## src/rtl/proc_pkg.sv

```systemverilog
// proc_pkg: shared definitions for the matrix-processor sequencer.
//   - opcode values carried in the instruction word
//   - bit position of the opcode field inside the instruction word
//   - sequencer state encoding
//   - helper that maps an opcode to the number of result words it returns
package proc_pkg;

  // Opcode field position inside the instruction word
  localparam int OP_MSB = 31;
  localparam int OP_LSB = 29;

  typedef enum logic [2:0] {
    OP_ADD   = 3'd0,
    OP_SUB   = 3'd1,
    OP_MUL   = 3'd2,
    OP_TRANS = 3'd3,
    OP_DEL   = 3'd4
  } op_e;

  typedef enum logic [2:0] {
    ST_IDLE    = 3'd0,
    ST_FETCH   = 3'd1,
    ST_ISSUE_I = 3'd2,
    ST_ISSUE_D = 3'd3,
    ST_WAIT    = 3'd4,
    ST_WB      = 3'd5,
    ST_DRAIN   = 3'd6
  } state_e;

  // The determinant returns a single word; every other opcode (including the
  // undefined ones 5..7) occupies a full four-word writeback.
  function automatic logic [2:0] rcnt_of(input logic [2:0] op);
    if (op == OP_DEL) begin
      rcnt_of = 3'd1;
    end else begin
      rcnt_of = 3'd4;
    end
  endfunction

endpackage

```

## src/rtl/proc_job_buf.sv

```systemverilog
// proc_job_buf: small register file with one write port and one
// combinational read port. Contents are not reset.
//   clk      in   clock
//   i_we     in   write enable
//   i_waddr  in   write index
//   i_wdata  in   write data
//   i_raddr  in   read index
//   o_rdata  out  word at i_raddr (0 when i_raddr is past the last entry)
module proc_job_buf #(
  parameter int DATA_W = 32,
  parameter int DEPTH  = 4,
  parameter int AW     = (DEPTH > 1) ? $clog2(DEPTH) : 1
) (
  input  logic              clk,
  input  logic              i_we,
  input  logic [AW-1:0]     i_waddr,
  input  logic [DATA_W-1:0] i_wdata,
  input  logic [AW-1:0]     i_raddr,
  output logic [DATA_W-1:0] o_rdata
);

  logic [DATA_W-1:0] r_mem [DEPTH];

  generate
    if (DEPTH == (1 << AW)) begin : g_full
      // Storage write; every index is a real entry
      always_ff @(posedge clk) begin
        if (i_we) begin
          r_mem[i_waddr] <= i_wdata;
        end
      end

      // Read port
      always_comb begin
        o_rdata = r_mem[i_raddr];
      end
    end else begin : g_part
      localparam logic [AW-1:0] LAST_IDX = AW'(DEPTH - 1);

      // Storage write; indices past the last entry are dropped
      always_ff @(posedge clk) begin
        if (i_we && (i_waddr <= LAST_IDX)) begin
          r_mem[i_waddr] <= i_wdata;
        end
      end

      // Read port; indices past the last entry read as zero
      always_comb begin
        o_rdata = '0;
        if (i_raddr <= LAST_IDX) begin
          o_rdata = r_mem[i_raddr];
        end else begin
          o_rdata = '0;
        end
      end
    end
  endgenerate

endmodule

```

## src/rtl/proc_seq_ctrl.sv

```systemverilog
// proc_seq_ctrl: upstream sequencer for the matrix processor stage.
// Buffers one job (instruction + NUM_DATA operands) from a valid/ready
// stream, replays it to the processor as contiguous en_inst/en_data bursts,
// waits WAIT_CYC idle cycles, collects results with en_wb and presents them
// on a valid/ready stream with last/err flags. All outputs are registered.
//   clk, rst                   clock, synchronous active-high reset
//   s_valid/s_ready/s_data     job word input stream
//   m_valid/m_ready/m_data     result word output stream
//   m_last, m_err              final word of job / opcode above OP_DEL
//   busy                       not idle
//   p_data_in, p_en_inst, p_en_data, p_en_wb   processor drive
//   p_data_out                 processor result, sampled during en_wb
module proc_seq_ctrl
  import proc_pkg::*;
#(
  parameter int DATA_W   = 32,
  parameter int NUM_DATA = 8,
  parameter int WAIT_CYC = 1
) (
  input  logic              clk,
  input  logic              rst,
  input  logic              s_valid,
  output logic              s_ready,
  input  logic [DATA_W-1:0] s_data,
  output logic              m_valid,
  input  logic              m_ready,
  output logic [DATA_W-1:0] m_data,
  output logic              m_last,
  output logic              m_err,
  output logic              busy,
  output logic [DATA_W-1:0] p_data_in,
  output logic              p_en_inst,
  output logic              p_en_data,
  output logic              p_en_wb,
  input  logic [DATA_W-1:0] p_data_out
);

  localparam int IB_DEPTH = NUM_DATA + 1;
  localparam int IB_AW    = $clog2(IB_DEPTH);
  localparam int OB_DEPTH = 4;
  localparam int OB_AW    = 2;
  // Shared phase counter must reach NUM_DATA-1 and WAIT_CYC-1 (at most 14)
  localparam int KW       = $clog2((NUM_DATA > 16) ? NUM_DATA : 16);

  localparam logic [IB_AW-1:0] FCNT_LAST   = IB_AW'(NUM_DATA);
  localparam logic [KW-1:0]    K_DATA_LAST = KW'(NUM_DATA - 1);
  localparam logic [KW-1:0]    K_WAIT_LAST = KW'(WAIT_CYC - 1);

  state_e              r_state;
  logic [IB_AW-1:0]    r_fcnt;
  logic [KW-1:0]       r_k;
  logic [OB_AW-1:0]    r_j;
  logic [2:0]          r_rcnt;
  logic [2:0]          r_op;
  logic                r_s_ready;
  logic                r_busy;
  logic [DATA_W-1:0]   r_p_data_in;
  logic                r_p_en_inst;
  logic                r_p_en_data;
  logic                r_p_en_wb;
  logic                r_m_valid;
  logic [DATA_W-1:0]   r_m_data;
  logic                r_m_last;
  logic                r_m_err;

  state_e              w_state_nxt;
  logic [IB_AW-1:0]    w_fcnt_nxt;
  logic [KW-1:0]       w_k_nxt;
  logic [OB_AW-1:0]    w_j_nxt;
  logic                w_s_acc;
  logic                w_m_acc;
  logic                w_ib_we;
  logic [IB_AW-1:0]    w_ib_waddr;
  logic [IB_AW-1:0]    w_ib_raddr;
  logic [DATA_W-1:0]   w_ib_rdata;
  logic                w_ob_we;
  logic [OB_AW-1:0]    w_ob_waddr;
  logic [DATA_W-1:0]   w_ob_rdata;
  logic [OB_AW-1:0]    w_r_last;
  logic [DATA_W-1:0]   w_p_data_in_nxt;
  logic [DATA_W-1:0]   w_m_data_nxt;
  logic                w_m_last_nxt;

  assign w_s_acc    = s_valid && r_s_ready;
  assign w_m_acc    = r_m_valid && m_ready;
  assign w_ob_waddr = r_k[OB_AW-1:0];
  // Index of the final result word: 0 for one word, 3 for four words
  assign w_r_last   = OB_AW'(r_rcnt - 3'd1);

  proc_job_buf #(.DATA_W(DATA_W), .DEPTH(IB_DEPTH), .AW(IB_AW)) u_ibuf (
    .clk     (clk),
    .i_we    (w_ib_we),
    .i_waddr (w_ib_waddr),
    .i_wdata (s_data),
    .i_raddr (w_ib_raddr),
    .o_rdata (w_ib_rdata)
  );

  proc_job_buf #(.DATA_W(DATA_W), .DEPTH(OB_DEPTH), .AW(OB_AW)) u_obuf (
    .clk     (clk),
    .i_we    (w_ob_we),
    .i_waddr (w_ob_waddr),
    .i_wdata (p_data_out),
    .i_raddr (w_j_nxt),
    .o_rdata (w_ob_rdata)
  );

  // Next-state, counter and buffer-write decode
  always_comb begin
    w_state_nxt = r_state;
    w_fcnt_nxt  = r_fcnt;
    w_k_nxt     = r_k;
    w_j_nxt     = r_j;
    w_ib_we     = 1'b0;
    w_ib_waddr  = r_fcnt;
    w_ob_we     = 1'b0;
    case (r_state)
      ST_IDLE: begin
        if (w_s_acc) begin
          w_ib_we     = 1'b1;
          w_ib_waddr  = '0;
          w_fcnt_nxt  = IB_AW'(1);
          w_state_nxt = ST_FETCH;
        end else begin
          w_state_nxt = ST_IDLE;
        end
      end
      ST_FETCH: begin
        if (w_s_acc) begin
          w_ib_we = 1'b1;
          if (r_fcnt == FCNT_LAST) begin
            w_fcnt_nxt  = '0;
            w_state_nxt = ST_ISSUE_I;
          end else begin
            w_fcnt_nxt  = r_fcnt + IB_AW'(1);
          end
        end else begin
          w_state_nxt = ST_FETCH;
        end
      end
      ST_ISSUE_I: begin
        w_k_nxt     = '0;
        w_state_nxt = ST_ISSUE_D;
      end
      ST_ISSUE_D: begin
        if (r_k == K_DATA_LAST) begin
          w_k_nxt     = '0;
          w_state_nxt = ST_WAIT;
        end else begin
          w_k_nxt     = r_k + KW'(1);
        end
      end
      ST_WAIT: begin
        if (r_k == K_WAIT_LAST) begin
          w_k_nxt     = '0;
          w_state_nxt = ST_WB;
        end else begin
          w_k_nxt     = r_k + KW'(1);
        end
      end
      ST_WB: begin
        w_ob_we = 1'b1;
        if (r_k == KW'(w_r_last)) begin
          w_k_nxt     = '0;
          w_j_nxt     = '0;
          w_state_nxt = ST_DRAIN;
        end else begin
          w_k_nxt     = r_k + KW'(1);
        end
      end
      ST_DRAIN: begin
        if (w_m_acc) begin
          if (r_j == w_r_last) begin
            w_j_nxt     = '0;
            w_state_nxt = ST_IDLE;
          end else begin
            w_j_nxt     = r_j + OB_AW'(1);
          end
        end else begin
          w_j_nxt = r_j;
        end
      end
      default: begin
        w_state_nxt = ST_IDLE;
      end
    endcase
  end

  // Values the registered outputs take in the coming state
  always_comb begin
    w_ib_raddr      = '0;
    w_p_data_in_nxt = '0;
    w_m_data_nxt    = '0;
    w_m_last_nxt    = 1'b0;
    // Operand k of the burst lives at ibuf[1+k]; the instruction at ibuf[0]
    if (w_state_nxt == ST_ISSUE_D) begin
      w_ib_raddr = IB_AW'(w_k_nxt) + IB_AW'(1);
    end else begin
      w_ib_raddr = '0;
    end
    if ((w_state_nxt == ST_ISSUE_I) || (w_state_nxt == ST_ISSUE_D)) begin
      w_p_data_in_nxt = w_ib_rdata;
    end else begin
      w_p_data_in_nxt = '0;
    end
    if (w_state_nxt == ST_DRAIN) begin
      // On the last WB edge the word being captured may be the one to present
      if (w_ob_we && (w_ob_waddr == w_j_nxt)) begin
        w_m_data_nxt = p_data_out;
      end else begin
        w_m_data_nxt = w_ob_rdata;
      end
      w_m_last_nxt = (w_j_nxt == w_r_last);
    end else begin
      w_m_data_nxt = '0;
      w_m_last_nxt = 1'b0;
    end
  end

  // State, counters and registered outputs
  always_ff @(posedge clk) begin
    if (rst) begin
      r_state     <= ST_IDLE;
      r_fcnt      <= '0;
      r_k         <= '0;
      r_j         <= '0;
      r_rcnt      <= 3'd0;
      r_op        <= 3'd0;
      r_s_ready   <= 1'b0;
      r_busy      <= 1'b0;
      r_p_data_in <= '0;
      r_p_en_inst <= 1'b0;
      r_p_en_data <= 1'b0;
      r_p_en_wb   <= 1'b0;
      r_m_valid   <= 1'b0;
      r_m_data    <= '0;
      r_m_last    <= 1'b0;
      r_m_err     <= 1'b0;
    end else begin
      r_state     <= w_state_nxt;
      r_fcnt      <= w_fcnt_nxt;
      r_k         <= w_k_nxt;
      r_j         <= w_j_nxt;
      // During ISSUE_I the registered p_data_in holds the instruction word
      if (r_state == ST_ISSUE_I) begin
        r_op   <= r_p_data_in[OP_MSB:OP_LSB];
        r_rcnt <= rcnt_of(r_p_data_in[OP_MSB:OP_LSB]);
      end
      r_s_ready   <= (w_state_nxt == ST_IDLE) || (w_state_nxt == ST_FETCH);
      r_busy      <= (w_state_nxt != ST_IDLE);
      r_p_data_in <= w_p_data_in_nxt;
      r_p_en_inst <= (w_state_nxt == ST_ISSUE_I);
      r_p_en_data <= (w_state_nxt == ST_ISSUE_D);
      r_p_en_wb   <= (w_state_nxt == ST_WB);
      r_m_valid   <= (w_state_nxt == ST_DRAIN);
      r_m_data    <= w_m_data_nxt;
      r_m_last    <= w_m_last_nxt;
      r_m_err     <= (w_state_nxt == ST_DRAIN) && (r_op > OP_DEL);
    end
  end

  assign s_ready   = r_s_ready;
  assign busy      = r_busy;
  assign p_data_in = r_p_data_in;
  assign p_en_inst = r_p_en_inst;
  assign p_en_data = r_p_en_data;
  assign p_en_wb   = r_p_en_wb;
  assign m_valid   = r_m_valid;
  assign m_data    = r_m_data;
  assign m_last    = r_m_last;
  assign m_err     = r_m_err;

endmodule

```

## config.mk

```make
export PLATFORM = sky130hd
export DESIGN_NAME = proc_seq_ctrl
export DESIGN_NICKNAME = d
export VERILOG_FILES = /design/src/rtl/proc_pkg.sv /design/src/rtl/proc_job_buf.sv /design/src/rtl/proc_seq_ctrl.sv
export SDC_FILE = /design/constraint.sdc
export NUM_CORES = 1
export LEC_CHECK = 0
export ABC_CLOCK_PERIOD_IN_PS = 4600
export CAP_MARGIN = 20
export CORE_MARGIN = 1
export CORE_UTILIZATION = 40
export CTS_BUF_LIST = sky130_fd_sc_hd__clkbuf_2
export CTS_CLUSTER_DIAMETER = 100
export DETAILED_ROUTE_END_ITERATION = 16
export GPL_ROUTABILITY_DRIVEN = 0
export PLACE_DENSITY = 0.68
export SLEW_MARGIN = 10
export SYNTH_ARGS = -nofsm -noshare
export SYNTH_HDL_FRONTEND = slang
export SYNTH_SLANG_ARGS = --single-unit
```

## constraint.sdc

```tcl
create_clock -name clk -period 4.6 [get_ports clk]
set_clock_uncertainty 0.2 [all_clocks]
set_input_delay 0.92 -clock clk [delete_from_list [all_inputs] [get_ports clk]]
set_output_delay 0.92 -clock clk [all_outputs]
set_load 0.02 [all_outputs]
```

# Yosys cells after proc, flatten, opt, wreduce, memory -nomap -nowiden
# Memories as Yosys holds them, arrays and structs flattened. A register that Yosys moved wholly into a read port is not among the register bits.
# Index checks and enable logic that the tools add are counted.
[totals]
inputBits = 68
out_inout_bits = 72
elab_cells = 93
memories = 2
ram_bits = 416
register_bits = 26
[mem_list]
columns = ["name", "words", "word_bits", "read_ports", "rd_clocked_by_memory_dff", "write_ports", "line_no", "text"]
rows = [
  ["u_ibuf.r_mem", 9, 32, 1, 1, 1, "proc_job_buf.sv:22", "logic [DATA_W-1:0] r_mem [DEPTH];"],
  ["u_obuf.r_mem", 4, 32, 1, 1, 1, "proc_job_buf.sv:22", ""],
]
[classes]
muxes = 32
n_reduce_logical = 15
eq_ne = 19
bitwise_logic = 3
n_lt_le_gt_ge = 3
add_sub_neg = 5
[op_table]
columns = ["op", "count"]
rows = [
  ["two-way mux 4 bit", 9],
  ["two-way mux 3 bit", 7],
  ["case mux 3 bit (7 select lines)", 1],
  ["== test 3 bit (second input constant)", 6],
  ["case mux 4 bit (4 select lines)", 1],
  ["adder 4 x 1 -> 4 bit (second input constant)", 3],
  ["== test 3 x 2 -> 1 bit (second input constant)", 4],
  ["two-way mux 1 bit", 9],
  ["<= comparator 4 bit (second input constant)", 2],
  ["case mux 4 bit (2 select lines)", 1],
  ["== test 3 x 1 -> 1 bit (second input constant)", 2],
  ["zero test 3 bit", 2],
  ["two-way mux 2 bit", 3],
  ["== test 2 bit", 2],
  ["== test 4 x 2 -> 1 bit", 1],
  ["== test 4 x 3 -> 1 bit (second input constant)", 1],
  ["== test 4 bit (second input constant)", 1],
  ["logical AND 1 bit", 4],
  ["zero test 4 bit", 1],
  ["inequality test 2 bit (second input constant)", 2],
  ["case mux 2 bit (2 select lines)", 1],
  ["OR reduction 2 bit", 2],
  ["> comparator 3 bit (second input constant)", 1],
  ["NOT 1 bit", 3],
  ["7 further kinds", 8],
]

# Depth between registers and ports, before layout
# Gate-level depths: netlist of run 1.
[depth]
depth_word = 10
ltp_mapped = 18
depth_no_buf = 12

# Cells and area by module
# From an unflattened synthesis of run 1, not the netlist that was laid out.
[unflattened]
hier_cells = 1184
area_unflattened_um2 = 19715.2
[modules_own_cells]
columns = ["module", "seq_area_each_um2", "n_inst", "cells_each", "area_per_inst_um2"]
rows = [
  ["proc_job_buf at u_ibuf", 8648.3, 1, 603, 11234.5],
  ["proc_job_buf at u_obuf", 3843.7, 1, 171, 4689.5],
  ["proc_seq_ctrl", 1781.7, 1, 410, 3791.1],
]

# Worst setup path after synthesis of run 1
# OpenSTA, ideal clock, no wires.
[synth_path]
path_type = "in2reg"
start = "input port s_valid"
end = "memory u_ibuf.r_mem[1][0], enable pin"
required_time_ns = 3.939
arrival_time_ns = 3.795
setup_ns = 0.461
slack_ns = 0.144
n_path_buf = 1
cell_stages = 4
cell_sequence = "nand4bb_1 > buf_2 > or3_1 > nor3_1"
[synth_via]
elab_chain_len = 7
elab_cells_between_ends = 9
classes_between = "order compare (1); mux (6); reduce/logical (2)"
[synth_rtl]
columns = ["item", "line_no", "text"]
rows = [
  ["start: declaration", "proc_seq_ctrl.sv:22", "input logic s_valid,"],
  ["logical AND 1 bit (*)", "proc_seq_ctrl.sv:84", "assign w_s_acc = s_valid && r_s_ready;"],
  ["two-way mux 4 bit", "proc_seq_ctrl.sv:119", "if (w_s_acc) begin"],
  ["two-way mux 4 bit", "proc_seq_ctrl.sv:117", "case (r_state)"],
  ["<= comparator 4 bit", "proc_job_buf.sv:42", "if (i_we && (i_waddr <= LAST_IDX)) begin"],
  ["logical AND 1 bit", "proc_job_buf.sv:42", ""],
  ["two-way mux 1 bit", "proc_job_buf.sv:42", ""],
  ["two-way mux 1 bit (implied by the code)", "proc_job_buf.sv:43", "r_mem[i_waddr] <= i_wdata;"],
  ["end: declaration", "proc_job_buf.sv:22", ""],
]
# Mark *: on every way between the ends. The rest lies on a longest branch, timed or not.

# Final worst setup path of run 1
[layout_path]
start = "register r_k[1]"
end = "register r_p_data_in[21] (netlist: p_data_in[21]) (read register of u_ibuf.r_mem)"
[layout_via]
elab_chain_len = 8
elab_cells_between_ends = 21
classes_between = "add/sub (2); order compare (1); eq/ne (4); mux (9); bitwise (2); reduce/logical (3)"
[layout_rtl]
columns = ["item", "line_no", "text"]
rows = [
  ["start: declaration", "proc_seq_ctrl.sv:51", "logic [KW-1:0] r_k;"],
  ["start signal: assignment", "proc_seq_ctrl.sv:242", "r_k <= w_k_nxt;"],
  ["adder 4 x 1 -> 4 bit (tied with other cells)", "proc_seq_ctrl.sv:150, proc_seq_ctrl.sv:158, proc_seq_ctrl.sv:168", ""],
  ["two-way mux 4 bit (tied with other cells)", "proc_seq_ctrl.sv:163", "if (r_k == KW'(w_r_last)) begin"],
  ["case mux 4 bit (4 select lines) / case mux 3 bit (7 select lines) (equally long branches)", "proc_seq_ctrl.sv:117", ""],
  ["adder 4 x 1 -> 4 bit / == test 3 x 2 -> 1 bit (equally long branches)", "proc_seq_ctrl.sv:197, proc_seq_ctrl.sv:196, proc_seq_ctrl.sv:201", ""],
  ["two-way mux 4 bit", "proc_seq_ctrl.sv:196", "if (w_state_nxt == ST_ISSUE_D) begin"],
  ["<= comparator 4 bit", "proc_job_buf.sv:50", "if (i_raddr <= LAST_IDX) begin"],
  ["NOT 1 bit (no source line)", "n/a", ""],
  ["OR reduction 3 bit (no source line)", "n/a", ""],
  ["end: declaration", "proc_seq_ctrl.sv:57", "logic [DATA_W-1:0] r_p_data_in;"],
]
# Several ways; a longest one is shown, not always the timed one.
# A chain may end at the register's enable or synchronous reset.

==> results of run 1 <==
sequential cells by signal, summed over array words and instances, names as in the netlist, 2 cells and up:
name / flops
u_ibuf.r_mem: 288
r_op: 3
m_data: 32
r_k: 4
u_obuf.r_mem: 128
r_j: 2
r_fcnt: 4
r_state: 3
p_data_in: 32
synth_stat cells (6+ instances only):
| master | n | area [sq um] |
|---|---|---|
| a211oi_1 | 12 | 90.1 |
| a22o_1 | 33 | 289 |
| nor2_1 | 44 | 165 |
| a21oi_1 | 38 | 190 |
| inv_1 | 7 | 26.3 |
| o32ai_1 | 10 | 87.6 |
| a21o_1 | 21 | 158 |
| nor2b_1 | 8 | 50.1 |
| clkbuf_1 | 54 | 203 |
| o2bb2ai_2 | 13 | 195 |
| a32oi_1 | 21 | 184 |
| and2_1 | 7 | 43.8 |
| dfxtp_1 | 89 | 1780 |
| o2bb2ai_1 | 18 | 158 |
| edfxtp_1 | 416 | 12500 |
| buf_2 | 27 | 135 |
| o22ai_1 | 12 | 75.1 |
| nor3_1 | 10 | 50.1 |
| a31oi_1 | 21 | 131 |
| o21ai_0 | 66 | 330 |
| ha_1 | 7 | 87.6 |
| and3_1 | 6 | 37.5 |
| mux2i_1 | 127 | 1270 |
| nand2_1 | 168 | 631 |
| xnor2_1 | 6 | 52.6 |
| nand3_1 | 52 | 260 |
metrics by stage:
| step | hold WS (ps) | worst slack, ps |
|---|---|---|
| after global placement | 228 | 771 |
| after detailed placement | 236 | 670 |
| after floorplan | 225 | 144 |
| after global routing | 192 | 496 |
| after CTS | 172 | 784 |
| final | 251 | 779 |
per-layer routing:
| metal | vias to the layer above | track usage [%] | part of all wire (%) |
|---|---|---|---|
| li1 | 5713 | - | - |
| met1 | 5976 | 23.2 | 42 |
| met2 | 496 | 29.5 | 48 |
| met5 | - | 0 | 0.053 |
| met4 | 4 | 5.99 | 1.6 |
| met3 | 60 | 5.33 | 8.4 |
area by class of cell:
| cell class | count | area (sq um) |
|---|---|---|
| clock buffers | 201 | 1010 |
| inverters | 9 | 35.0 |
| multi-input cells | 759 | 5190 |
| clock inverters | 23 | 109 |
| flip-flops and latches | 505 | 14300 |
| repair buffers | 180 | 1730 |
| fillers | 4303 | 25700 |
| diodes | 3 | 7.51 |
| well taps | 664 | 831 |
how the worst min path moves through the flow:
stage,cells past startpoint,startpoint,to
after floorplan,2,r_op[2],m_err
after global placement,1,u_ibuf.r_mem[8][13],p_data_in[13]
after detailed placement,1,u_ibuf.r_mem[8][21],p_data_in[21]
after CTS,1,p_data_out[3],u_obuf.r_mem[3][3]
after global routing,1,p_data_out[27],u_obuf.r_mem[1][27]
final,1,u_ibuf.r_mem[8][29],p_data_in[29]
worst max-delay path, stage by stage (launching register included):
cell	delay [ps]
dfxtp_1	530
ha_1	390
nand3b_1	200
nand3_1	290
o221a_2	280
clkinv_2	60
ha_1	230
xnor2_1	150
nand2_1	80
buf_4	330
nand3_1	180
nor4_4	160
buf_4	510
o2bb2ai_1	170
logic make-up (layout without fill, tap and decap cells):
group / after synthesis / after routing / synth area share [%]
mux: 127 / 127 / 6.43
simple gates: 327 / 327 / 7.61
compound gates: 289 / 289 / 10.6
fa+ha+maj: 7 / 7 / 0.443
xor+xnor: 9 / 9 / 0.436
buf+inv: 100 / 413 / 2.28
flops: 505 / 505 / 72.2
other cells: 0 / 3 / 0
cells in the final DEF, fill, tap and decap left out, types with 17 or more instances in the layout:
cell	n
a21o_1	21
a21oi_1	35
a22o_1	33
a31oi_1	21
a32oi_1	21
buf_4	39
clkbuf_2	201
clkdlybuf4s50_1	139
clkinv_1	17
dfxtp_1	89
edfxtp_1	416
mux2i_1	127
nand2_1	168
nand3_1	52
nor2_1	40
o21ai_0	65
o2bb2ai_1	18
where the power goes:
part	leakage, nW	switching (mW)	total (mW)	internal (mW)
clock	0.889	1.70	2.85	1.15
sequential	4.47	0.0109	4.96	4.95
combinational	2.53	0.185	0.338	0.153
==> impl_metrics.env, run 1 <==
export IMPL_status="complete, no violations"
export IMPL_path_class="flip-flop to flip-flop"
export IMPL_synth_edff_count=416
export IMPL_firstDrtPassIters=5
export IMPL_r2r_setup_slack_ps=780
export IMPL_ant_nets=0
export IMPL_dp_hpwl_mm=25.4
export IMPL_port_buffers=139
export IMPL_arrival_ps=4590
export IMPL_ys_ff_latch=505
export IMPL_gr_usage_all_layers_pct=18.1
export IMPL_start_util_pct=40.5
export IMPL_synth_cells=1364
export IMPL_max_freq_mhz=262
export IMPL_postCtsHoldBufs=0
export IMPL_setup_violations=0
export IMPL_fin_tns_setup_ps=0
export IMPL_synth_ff_type="edfxtp_1"
export IMPL_die_area_sq_um=50300
export IMPL_grt_pass1_wl_mm=69.4
export IMPL_vias_per_cell=5.23
export IMPL_report_power_total_mw=8.15
export IMPL_numCtsBuffers=118
export IMPL_syn_nets=1439
export IMPL_vias=12249
export IMPL_clk_path_buf_depth=3
export IMPL_worstSetupEndpointType="flip-flop"
export IMPL_htree_levels=3
export IMPL_avgRoutedWirePerCell_um=19.4
export IMPL_utilization_pct=47.5
export IMPL_peakVddDrop_v=0.000256
export IMPL_r2r_end="p_data_in[21]"
export IMPL_placed_cell_area_sq_um=22100
export IMPL_period_needed_ps=3820
export IMPL_cts_root_buf="clkbuf_2"
export IMPL_synth_area_sq_um=19800
export IMPL_coreArea_sq_um=48800
export IMPL_post_cts_setup_buffers=0
export IMPL_hp_class="flip-flop to flip-flop"
export IMPL_required_ps=5370
export IMPL_antenna_found_initial=4
export IMPL_r2r_cells=13
export IMPL_reg2reg_from="r_k[1]"
export IMPL_grt_pass1_vias=12268
export IMPL_syn_area_per_cell_sq_um=14.5
export IMPL_top_level_ports=140
export IMPL_ys_seq_area_share_pct=72.2
export IMPL_stdcell_count=2344
export IMPL_period_share_pct=83.1
export IMPL_ys_warn_count=0
export IMPL_grt_max_degree=54
export IMPL_nets=1648
export IMPL_async_reset_ff_share_pct=0
export IMPL_drc=0
export IMPL_post_cts_resized=0
export IMPL_rows=81
export IMPL_die_w_um=224
export IMPL_critPathMaxFanout=32
export IMPL_endpoint="p_data_in[21]"
export IMPL_overflow=0
export IMPL_dp_cells=2117
export IMPL_rsz0062_at_grt="no"
export IMPL_area_delta_synth_final_pct=17.2
export IMPL_critPathLaunchType="flip-flop"
export IMPL_drive_gt1_share_pct=17.7
export IMPL_path_clk_slew_ps=100
export IMPL_maxSlewHeadroom_pct=32.6
export IMPL_p_leak_nw=7.88
export IMPL_drt_iter0_drc=880
export IMPL_hold_viol=0
export IMPL_clk_latency_ps=1120
export IMPL_tightestPinTransition_ps=1010
export IMPL_crit_start="r_k[1]"
export IMPL_cap_violations=0
export IMPL_wirelength_mm=45.6
export IMPL_power_density_nw_per_um2=352
export IMPL_finalInstanceArea_sq_um=23200
export IMPL_cts_tree="yes"
export IMPL_die_height_um=224
export IMPL_drv_slew=0
export IMPL_synthDistinctLibCells=70
export IMPL_cts_sinks=505
Power figures use the tool's default switching activity.
==> run 2, diff against run 1 <==
--- a/config.mk
+++ b/config.mk
@@ -5,7 +5,7 @@
 export SDC_FILE = /design/constraint.sdc
 export NUM_CORES = 1
 export LEC_CHECK = 0
-export ABC_CLOCK_PERIOD_IN_PS = 4600
+export ABC_CLOCK_PERIOD_IN_PS = 3400
 export CAP_MARGIN = 20
 export CORE_MARGIN = 1
 export CORE_UTILIZATION = 40
==> constraint.sdc (replaced) <==
create_clock -name clk -period 3.4 [get_ports clk]
set_clock_uncertainty 0.2 [all_clocks]
set_input_delay 0.68 -clock clk [delete_from_list [all_inputs] [get_ports clk]]
set_output_delay 0.68 -clock clk [all_outputs]
set_load 0.02 [all_outputs]
==> run 2 against run 1 <==
Count of clock-buffer cells in the layout shrank 5. Highest routed layer unchanged. Core utilization grew 2.4 points. Non-clock buffer count grew 89. Cell count grew 4.5%. Global-route usage grew 0.79 points. Clock power grew 44%. Register-to-register slack lost 690 ps. Critical path type unchanged. Via count grew 4.3%. Maximum frequency grew 15%.
==> impl_metrics.env, run 2 (same netlist as run 1, synthesis figures left out) <==
export IMPL_dp_hpwl_mm=26.0
export IMPL_grt_pass1_wl_mm=71.9
export IMPL_crit_family="simple AND/OR/NAND/NOR gates"
export IMPL_coreArea_sq_um=48800
export IMPL_start_util_pct=40.5
export IMPL_crit_start="r_k[0]"
export IMPL_numCtsBuffers=130
export IMPL_hp_start="u_ibuf.r_mem[8][15]"
export IMPL_cap_violations=0
export IMPL_place_ws_ps=248
export IMPL_cts_tree="yes"
export IMPL_timing_critical_path_buf_inv=4
export IMPL_rows=81
export IMPL_hold_slack_ps=241
export IMPL_vias_per_cell=5.22
export IMPL_cts_sinks=505
export IMPL_top_level_ports=140
export IMPL_cpPeakStageDelay_ps=410
export IMPL_p_comb_share_pct=4.8
export IMPL_setup_violations=0
export IMPL_area_delta_synth_final_pct=23.1
export IMPL_pwr_share_seq_pct=59.1
export IMPL_top_register="u_ibuf.r_mem"
export IMPL_die_w_um=224
export IMPL_required_ps=4340
export IMPL_slowest_stage="dfxtp_4"
export IMPL_worstSetupEndpointType="flip-flop"
export IMPL_drive_gt1_share_pct=18.8
export IMPL_wirelength_mm=47.1
export IMPL_hold_viol=0
export IMPL_critPathLaunchType="flip-flop"
export IMPL_switchingPower_mw=2.74
export IMPL_clk_latency_ps=1270
export IMPL_status="complete, no violations"
export IMPL_nets=1749
export IMPL_final_cell_mix="416 x edfxtp_1, 196 x clkbuf_2, 167 x nand2_1"
export IMPL_setup_ws_ps=84.6
export IMPL_clk_path_buf_depth=3
export IMPL_switching_share_pct=24.1
export IMPL_drc=0
export IMPL_port_buffers=139
export IMPL_drt_iter0_drc=948
export IMPL_grt_pass1_vias=13057
export IMPL_critPathMaxFanout=16
export IMPL_htree_levels=4
export IMPL_p_leak_nw=8.37
export IMPL_max_freq_mhz=302
export IMPL_tightestPinTransition_ps=835
export IMPL_reg_largest_list="u_ibuf.r_mem: 288 flops, u_obuf.r_mem: 128 flops"
export IMPL_final_common_cell="edfxtp_1"
export IMPL_cts_root_buf="clkbuf_2"
export IMPL_peakVddDrop_v=0.000354
export IMPL_gr_usage_all_layers_pct=18.9
export IMPL_reg2reg_from="r_k[0]"
export IMPL_fin_tns_setup_ps=0
export IMPL_arrival_ps=4260
export IMPL_internal_power_mw=8.61
export IMPL_grt_max_degree=54
export IMPL_path_class="flip-flop to flip-flop"
export IMPL_die_area_sq_um=50300
export IMPL_maxSlewHeadroom_pct=44.3
export IMPL_timing_critical_path_cells="inv_1, ha_1, nor4b_2, or3_1, o221a_2, clkinv_2, ha_4, nand2_1, nand3_1, nor4_4, buf_4, buf_6, o2bb2ai_2"
export IMPL_r2r_setup_slack_ps=80
export IMPL_path_clk_slew_ps=100
export IMPL_period_share_pct=97.5
export IMPL_ant_nets=0
export IMPL_period_needed_ps=3320
export IMPL_overflow=0
export IMPL_avgRoutedWirePerCell_um=19.2
export IMPL_die_height_um=224
export IMPL_vias=12772
export IMPL_hp_class="flip-flop to flip-flop"
export IMPL_largest_reg_flops=288
export IMPL_firstDrtPassIters=5
export IMPL_antenna_found_initial=5
export IMPL_power_density_nw_per_um2=466
export IMPL_report_power_total_mw=11.3
export IMPL_drv_slew=0
export IMPL_pwr_share_clk_pct=36.1
## run 2: changes by cell type in the layout (fill, tap and decap cells not counted), moves of 5 or more
cell           change
buf_4              +6
clkbuf_2           -5
buf_12            +16
clkinv_1           +7
dlygate4sd3_1     +66
## run 2: cell type report
| cell class | count | area [sq um] |
|---|---|---|
| Timing Repair Buffer | 269 | 2770 |
| Fill cell | 4275 | 24500 |
| Inverter | 9 | 35.0 |
| Multi-Input combinational cell | 759 | 5230 |
| Sequential cell | 505 | 14300 |
| Clock inverter | 42 | 221 |
| Antenna cell | 5 | 12.5 |
| Clock buffer | 196 | 981 |
| Tap cell | 664 | 831 |
## run 2: worst paths after layout
path	depth (start not counted)	end
min reg2reg	1	p_data_in[15]
min	1	p_data_in[15]
max reg2reg	13	p_data_in[4]
max	13	p_data_in[4]
## run 2: per-stage QoR
stage                     instances  cell area (sq um)  utilization [%]
after floorplan                1364              19900                -
after detailed placement       2137              22400             45.9
after CTS                      2441              24300             49.8
after global placement         2137              22400             45.9
final                          2449              24400             49.9
after global routing           2449              24400             49.9
## run 2: power groups by stage
stage	Combinational (mW)	Clock [mW]	Sequential, mW
3_5_place_dp	0.484	0	6.85
3_3_place_gp	0.473	0	6.85
5_1_grt	0.588	4.56	6.72
2_1_floorplan	0.248	0	6.86
4_1_cts	0.549	4.25	6.71
6_report	0.544	4.09	6.71
## run 2: routing by layer
layer | part of all wire, % | routed length, um | up-vias | GRT usage (%)
met3 | 6.8 | 3180 | 84 | 5.33
met1 | 42 | 19800 | 6265 | 23.3
met4 | 2.1 | 983 | 2 | 8.51
met2 | 49 | 23200 | 479 | 30.9
met5 | 0.021 | 10 | - | 0
li1 | - | - | 5942 | -
## run 2: timing repair
| action | CTS | global route |
|---|---|---|
| gates resized for setup | 1 | 4 |
| pin swaps | 0 | 1 |
| gates cloned | 0 | 1 |
| setup endpoints to repair | 1 | 5 |
| hold endpoints to repair | 443 | 0 |
| hold buffers | 66 | 0 |
| buffers inserted | 0 | 2 |
